==> src/rtl/ring_monitor.sv <==
// One-hot rotating ring code monitor: checks legality and single-step rotation,
// decodes the hot-bit position, locks after a run of good steps and flags errors while locked.
module ring_monitor #(
   parameter int WIDTH    = 4,
   parameter int LOCK_CNT = 4,
   parameter int ERR_W    = 8,
   localparam int POS_W   = (WIDTH > 1) ? $clog2(WIDTH) : 1
) (
   input  logic             clk,
   input  logic             rst,
   input  logic [WIDTH-1:0] ring_in,
   input  logic             sample_en,
   input  logic             clr_err,
   output logic [POS_W-1:0] pos,
   output logic             pos_valid,
   output logic             locked,
   output logic             err,
   output logic [ERR_W-1:0] err_count
);

   localparam int GC_W = $clog2(LOCK_CNT + 1);

   typedef enum logic [1:0] {HUNT, TRACK, LOCKED} state_t;

   state_t            state_reg, state_next;
   logic [GC_W-1:0]   good_cnt_reg, good_cnt_next;
   logic [WIDTH-1:0]  prev_reg, prev_next;
   logic [POS_W-1:0]  pos_reg, pos_next;
   logic              pos_valid_reg, pos_valid_next;
   logic              locked_reg, locked_next;
   logic              err_reg, err_next;
   logic [ERR_W-1:0]  err_count_reg, err_count_next;

   logic [POS_W-1:0]  idx_terms [WIDTH];
   logic [POS_W-1:0]  hot_index;
   logic [WIDTH-1:0]  expected;
   logic              legal;
   logic              step_ok;

   // Each bit contributes its own index when hot; OR-ing is exact for one-hot words.
   generate
      for (genvar gi = 0; gi < WIDTH; gi++) begin : g_idx
         assign idx_terms[gi] = ring_in[gi] ? POS_W'(gi) : '0;
      end
   endgenerate

   always_comb begin
      hot_index = '0;
      for (int i = 0; i < WIDTH; i++) begin
         hot_index = hot_index | idx_terms[i];
      end
   end

   assign legal    = (ring_in != '0) && ((ring_in & (ring_in - WIDTH'(1))) == '0);
   assign expected = {prev_reg[WIDTH-2:0], prev_reg[WIDTH-1]};
   assign step_ok  = legal && (ring_in == expected);

   always_comb begin
      state_next     = state_reg;
      good_cnt_next  = good_cnt_reg;
      prev_next      = prev_reg;
      pos_next       = pos_reg;
      pos_valid_next = pos_valid_reg;
      locked_next    = locked_reg;
      err_next       = 1'b0;
      err_count_next = err_count_reg;

      if (sample_en) begin
         pos_valid_next = legal;
         pos_next       = legal ? hot_index : '0;
         if (legal) begin
            prev_next = ring_in;
         end

         case (state_reg)
            HUNT: begin
               if (legal) begin
                  state_next    = TRACK;
                  good_cnt_next = '0;
               end
            end
            TRACK: begin
               if (step_ok) begin
                  if (good_cnt_reg == GC_W'(LOCK_CNT - 1)) begin
                     state_next    = LOCKED;
                     locked_next   = 1'b1;
                     good_cnt_next = GC_W'(LOCK_CNT);
                  end else begin
                     good_cnt_next = good_cnt_reg + GC_W'(1);
                  end
               end else if (legal) begin
                  // A legal but unexpected word becomes the new reference.
                  good_cnt_next = '0;
               end else begin
                  state_next = HUNT;
               end
            end
            LOCKED: begin
               if (!step_ok) begin
                  err_next      = 1'b1;
                  locked_next   = 1'b0;
                  good_cnt_next = '0;
                  state_next    = legal ? TRACK : HUNT;
                  if (err_count_reg != '1) begin
                     err_count_next = err_count_reg + ERR_W'(1);
                  end
               end
            end
            default: state_next = HUNT;
         endcase
      end

      // Clearing takes priority over a same-edge increment.
      if (clr_err) begin
         err_count_next = '0;
      end
   end

   always_ff @(posedge clk or posedge rst) begin
      if (rst) begin
         state_reg     <= HUNT;
         good_cnt_reg  <= '0;
         prev_reg      <= '0;
         pos_reg       <= '0;
         pos_valid_reg <= 1'b0;
         locked_reg    <= 1'b0;
         err_reg       <= 1'b0;
         err_count_reg <= '0;
      end else begin
         state_reg     <= state_next;
         good_cnt_reg  <= good_cnt_next;
         prev_reg      <= prev_next;
         pos_reg       <= pos_next;
         pos_valid_reg <= pos_valid_next;
         locked_reg    <= locked_next;
         err_reg       <= err_next;
         err_count_reg <= err_count_next;
      end
   end

   assign pos       = pos_reg;
   assign pos_valid = pos_valid_reg;
   assign locked    = locked_reg;
   assign err       = err_reg;
   assign err_count = err_count_reg;

endmodule

==> config.mk <==
export PLATFORM = sky130hd
export DESIGN_NAME = ring_monitor
export DESIGN_NICKNAME = d
export VERILOG_FILES = /design/src/rtl/ring_monitor.sv
export SDC_FILE = /design/constraint.sdc
export NUM_CORES = 1
export LEC_CHECK = 0
export ABC_AREA = 1
export CAP_MARGIN = 30
export CORE_UTILIZATION = 55
export DETAILED_ROUTE_END_ITERATION = 8
export PLACE_DENSITY = 0.86
export SYNTH_ARGS = -nofsm -noshare
export SYNTH_HDL_FRONTEND = slang
export SYNTH_SLANG_ARGS = --single-unit
export TNS_END_PERCENT = 10
==> constraint.sdc <==
create_clock -name clk -period 3.22 [get_ports clk]
set_input_delay 0.483 -clock clk [delete_from_list [all_inputs] [get_ports clk]]
set_output_delay 0.483 -clock clk [all_outputs]
set_load 0.1 [all_outputs]
==> results by group, run 1 <==
Outcome
  • Status: finished, final reports clean

Power
  • Lkg Pwr: 0.925 nW
  • Overall Power: 0.872 mW
  • PD cells: roughly 500 mW/mm^2
  • VDD IR-drop max: roughly 400 uV

Clock tree
  • CTS tree: yes
  • Clk_lat worst skew: between 0.3 and 0.4 ns
  • Clk sink count: 22
  • Setup Fix Bufs, Post-CTS: 0
  • CTS buffer count: 3
  • Clock transition at path regs: 0.13 ns
  • Worst-case clock buffer depth: 2
  • Cts hold-fix bufs: 0
  • CTS H-Tree Depth: 1
  • Cell at the root of the clock tree: clkbuf_4
  • Resize count post-CTS: 0

STA
  • Fmax: 0.433 GHz
  • Final number of hold-violating endpoints: 0
  • Min Hold Slack: about 0.50 ns
  • Max-slew headroom: between 30% and 40%
  • # setup viols final: 0
  • Setup TNS: 0 ns
  • Unrepaired setup endpoints after global routing: false
  • Fin crit period: 2.31 ns
  • Least-Margin Pin Slew: 0.963 ns
  • Skew final: 0.00161 ns
  • Slew Limit Fails: 0
  • Tcrit/Tclk final: 71.7%

Floorplan
  • FP Rows: 18
  • Core box area: 0.00252 mm^2
  • Boundary pin count: 21
  • Die X: between 50 and 60 um
  • Starting Density: 59.3%
  • Die area: 0.00293 mm^2
  • Die Ht: 54.2 um

Final layout
  • Final nets: 248
  • Final Instance Count excl. Fillers: 262
  • Area Overhead vs Synth: 15.6%
  • Antenna diodes: 0
  • Layout cells sized above 1: 17.2%
  • Flip-flop count of the largest register after layout: 8
  • Final Util: 68.6%

Route
  • DRT iter0 DRCs: between 40 and 50
  • DR pass1 iterations: 4
  • Final antenna-violating net count: 0
  • Via Count: 1328
  • Post-route DRC violation count: 0
  • Vias per cell: ~5
  • WL final: 2890 um
  • Wire length per cell: around 11 um

Logic synthesis
  • Mapped Nets: 224
  • Predominant post-synthesis flop cell: dfrtp_1
  • Most frequent cells after synthesis: 77 x nand2_1, 26 x inv_1, 22 x dfrtp_1
  • Synth top area share: 36.8%
  • #FFs+latches synth: 22
  • Post-synthesis cell area: 0.00150 mm^2
  • Most common cell in the netlist: nand2_1
  • Seq/Total Area, Yosys: a little under two fifths
  • Mapped Avg Cell Area: 7.16 um^2
  • Post-synth top area cell: dfrtp_1
  • Post-synth EDFFs: 0
  • Syn Inst Count: 209
  • Yosys cell types: 23
  • Fraction of registers with async set/reset: 100%
  • Yosys Warn Count: 0
  • Dominant cells by area after synthesis: dfrtp_1 37%, nand2_1 19%, inv_1 6.5%

Critical path
  • CP Buf/Inv Count: 1
  • R2R cell count: 8
  • CP endpoint: pos[1]
  • Critical path fanouts, max: 2
  • Crit-path slowest cell: clkdlybuf4s50_1
  • Crit. End Element: output pin
  • Req. time, crit path: 2.74 ns
  • Crit-path cells: clkdlybuf4s50_1
  • CP Depth: 1
  • R2R Setup Slk: 1.67 ns
  • Critical path's largest stage delay: ~1.1 ns
  • Kind of cell adding the most delay to the critical path: buffers and inverters
  • CP Class: flop to output pin
  • Worst setup SP type: flop
  • Worst flop-to-flop path endpoint: err_count[4]
  • Crit. Startpoint: pos[1]
  • Crit Reg-Reg Startpoint: err_count[0]
  • Crit path arrival time: 1.82 ns

Global routing
  • Global-route wire length before repair: ~5200 um
  • Tot GR Track Use: 24.5%
  • Total gr overflow: 0
  • Vias in the first global route: 1227
  • Initial antenna violation count: 0
  • Largest net degree at the start of global routing: 23

Placed design
  • Hpwl dp: approximately 2200 um
  • Dpl cells: 258
  • RD Place Congestion: just under 0.9
  • I/O Buffers: 20

Worst hold path
  • Worst Hold Class: flop to flop

Run
  • Max cap viols: 0
kinds of logic (layout without fill, tap and decap cells):
family / after synthesis / count (layout) / share of synthesized area, %
AND/OR/NAND/NOR: 130 / 130 / 39.4
buffers and inverters: 31 / 54 / 8.86
flip-flops: 22 / 22 / 36.8
AO/OA/AOI/OAI: 16 / 16 / 7.36
adder cells (fa/ha/maj): 7 / 7 / 5.85
XOR/XNOR: 3 / 3 / 1.76
report_power, final:
part	switching (mW)	internal (mW)	leakage (nW)
sequential	0.0302	0.311	0.291
combinational	0.267	0.105	0.613
clock	0.0901	0.0692	0.0210
total	0.387	0.485	0.925
cells in the final DEF (no fill, tap or decap), types with 6 or more instances in the layout:
cell             Yosys  layout
nand3_1             14      14
nand2_1             77      77
clkdlybuf4s50_1      0      12
dfrtp_1             22      22
buf_4                0       8
nand2_2              6       6
o21ai_0              6       6
inv_1               26      26
nor2_1              18      18
o21ai_2              8       8
ha_1                 7       7
layout make-up:
class                           count  area [um^2]
Timing Repair Buffer               20          180
Tap cell                           30         37.5
Inverter                           30          113
Sequential cell                    22          551
Multi-Input combinational cell    156          813
Clock buffer                        4         36.3
Fill cell                         212          792
worst min path at each step:
stage / startpoint / endpoint / slack, ns / depth (start not counted)
after global routing: locked / locked / 0.53 / 2
after detailed placement: locked / locked / 0.47 / 2
after floorplan: good_cnt_reg[2] / good_cnt_reg[2] / 0.45 / 2
after global placement: locked / locked / 0.46 / 2
final: locked / locked / 0.50 / 2
after CTS: locked / locked / 0.50 / 2
per-stage QoR:
step	instance area [um^2]	setup slack [ns]
4_1_cts	1730	0.895
2_1_floorplan	1500	1.05
6_report	1730	0.913
5_1_grt	1730	0.858
3_5_place_dp	1690	1.07
3_3_place_gp	1690	1.08
layer usage:
metal	up-vias	global-route usage, %	share of wire [%]
met5	-	0	0
met2	31	41.3	48
met4	0	8.55	1.6
li1	688	-	-
met3	5	3.11	3.6
met1	604	31.7	47
(Power assumes the default switching activity.)
==> run 2, diff against run 1 <==
--- a/config.mk
+++ b/config.mk
@@ -7,9 +7,9 @@
 export LEC_CHECK = 0
 export ABC_AREA = 1
 export CAP_MARGIN = 30
-export CORE_UTILIZATION = 55
+export CORE_UTILIZATION = 49
 export DETAILED_ROUTE_END_ITERATION = 8
-export PLACE_DENSITY = 0.86
+export PLACE_DENSITY = 0.82
 export SYNTH_ARGS = -nofsm -noshare
 export SYNTH_HDL_FRONTEND = slang
 export SYNTH_SLANG_ARGS = --single-unit
==> constraint.sdc (replaced) <==
create_clock -name clk -period 1.85 [get_ports clk]
set_input_delay 0.2775 -clock clk [delete_from_list [all_inputs] [get_ports clk]]
set_output_delay 0.2775 -clock clk [all_outputs]
set_load 0.1 [all_outputs]
==> run 2 against run 1 <==
Net effect:
- hold slack got worse by 0.21 ns
- first-iteration DRC count rose by 49%
- critical path depth rose by 10
- routed wire length rose by 0.59%
- clock power rose by 70%
- clock-buffer cell count did not move
- design area rose by 5.9%
- non-clock buffer count rose by 9
- total power rose by 75%
- utilization fell by 3.8 points
- global-route usage fell by 3.7 points
==> results by group, run 2 (synthesized netlist as in run 1, its figures left out) <==
Outcome
  • Status: finished, final reports clean

Floorplan
  • Die X: 57.3 um
  • Die area: 0.00328 mm^2
  • FP Rows: 19
  • Starting Density: 52.9%
  • Boundary pin count: 21
  • Die Ht: 57.3 um
  • Core box area: around 0.0028 mm^2

STA
  • Unrepaired setup endpoints after global routing: false
  • Setup TNS: 0 ns
  • Max-slew headroom: 80.5%
  • # setup viols final: 0
  • Fin crit period: 1.59 ns
  • Final number of hold-violating endpoints: 0
  • Slew Limit Fails: 0
  • Skew final: 0.00181 ns
  • Least-Margin Pin Slew: 0.292 ns
  • Tcrit/Tclk final: 85.7%
  • Fmax: 0.630 GHz

Final layout
  • Most frequent cells in the layout: 77 x nand2_1, 26 x inv_1, 19 x buf_4, 18 x nor2_1, 15 x dfrtp_1
  • Layout cells sized above 1: 25.3%
  • Final Util: between 60% and 70%
  • Commonest non-fill, non-tap cell in the layout: nand2_1
  • Area Overhead vs Synth: 22.5%
  • Antenna diodes: 0
  • Flip-flop count of the largest register after layout: 8
  • Final nets: 257

Placed design
  • I/O Buffers: 20
  • RD Place Congestion: approximately 0.85
  • Hpwl dp: 2300 um

Global routing
  • Largest net degree at the start of global routing: 23
  • Tot GR Track Use: 20.8%
  • Global-route wire length before repair: 5270 um
  • Initial antenna violation count: 0
  • Total gr overflow: 0
  • Vias in the first global route: 1260

Run
  • Max cap viols: 0

Clock tree
  • CTS tree: yes
  • Clk_lat worst skew: 0.31 ns
  • Clock transition at path regs: 0.12 ns
  • Cell at the root of the clock tree: clkbuf_4
  • CTS H-Tree Depth: 1
  • Cts hold-fix bufs: 0
  • CTS buffer count: 3
  • Worst-case clock buffer depth: 2
  • Clk sink count: 22
  • Resize count post-CTS: 0
  • Setup Fix Bufs, Post-CTS: 0

Critical path
  • CP Class: primary input to flop
  • Worst setup SP type: primary input
  • Req. time, crit path: between 2 and 2.5 ns
  • Crit. End Element: flop
  • Crit path arrival time: 1.83 ns
  • Critical path fanouts, max: 16

Route
  • DR pass1 iterations: 4
  • Vias per cell: 4.93
  • DRT iter0 DRCs: 61
  • Final antenna-violating net count: 0
  • Wire length per cell: 10.7 um
  • WL final: 2900 um
  • Post-route DRC violation count: 0
  • Via Count: 1341

Power
  • VDD IR-drop max: 477 uV
  • PD cells: 833 mW/mm^2
  • Lkg Pwr: 0.974 nW

Worst hold path
  • Worst Hold Class: primary input to asynchronous set/reset pin
[run 2: cell count changes in the layout (fill, tap and decap cells not counted), sizes merged]
cell,delta
buf,+14
clkdlybuf4s50,-5
[run 2: worst paths after layout]
check | startpoint | to | slack [ns] | cells after the start
max | ring_in[0] | err_count[5] | 0.26 | 11
min | rst | err_count[0] | 0.28 | 3
max reg2reg | err_count[0] | err_count[1] | 0.31 | 8
min reg2reg | good_cnt_reg[2] | good_cnt_reg[2] | 0.49 | 2
max in group asynchronous | rst | err_count[7] | 1.33 | 3
min in group clk | good_cnt_reg[2] | good_cnt_reg[2] | 0.49 | 2
[run 2: metrics by stage]
stage	total power, mW	cell area (um^2)	worst slack (ns)	cells	hold slack [ns]
2_1_floorplan	1.11	1510	0.0153	209	0.266
3_5_place_dp	1.27	1800	-0.0659	268	0.465
4_1_cts	1.54	1830	0.274	272	0.282
3_3_place_gp	1.25	1800	-0.0148	268	0.466
6_report	1.53	1830	0.264	272	0.283
5_1_grt	1.63	1830	0.118	272	0.334
[run 2: worst max-delay path, stage by stage]
cell and delay [ns]:
clkdlybuf4s50_1 0.58, inv_2 0.07, nand2_1 0.06, nand2_1 0.04, nor2_1 0.10, nand2_1 0.12, nor2_4 0.13, nand2_2 0.08
nand3b_4 0.21, nand2_1 0.10, o21ai_2 0.06
[run 2: metal layers]
metal  track usage (%)  vias up  routed length [um]
li1                  -      708                   -
met1              27.0      605                1390
met2              35.5       23                1390
met3              2.95        5                  75
met4              7.32        0                  42
met5                 0        -                   0
[run 2: power breakdown]
part	total [mW]	leakage (nW)	internal, mW	switching, mW
clock	0.270	0.0210	0.120	0.150
combinational	0.661	0.673	0.193	0.469
sequential	0.595	0.280	0.543	0.0526
total	1.53	0.974	0.856	0.672
[run 2: area by class of cell]
type | count | area, um^2
Sequential cell | 22 | 559
Multi-Input combinational cell | 156 | 813
Tap cell | 31 | 38.8
Clock buffer | 4 | 36.3
Timing Repair Buffer | 29 | 273
Inverter | 30 | 113
Fill cell | 260 | 996
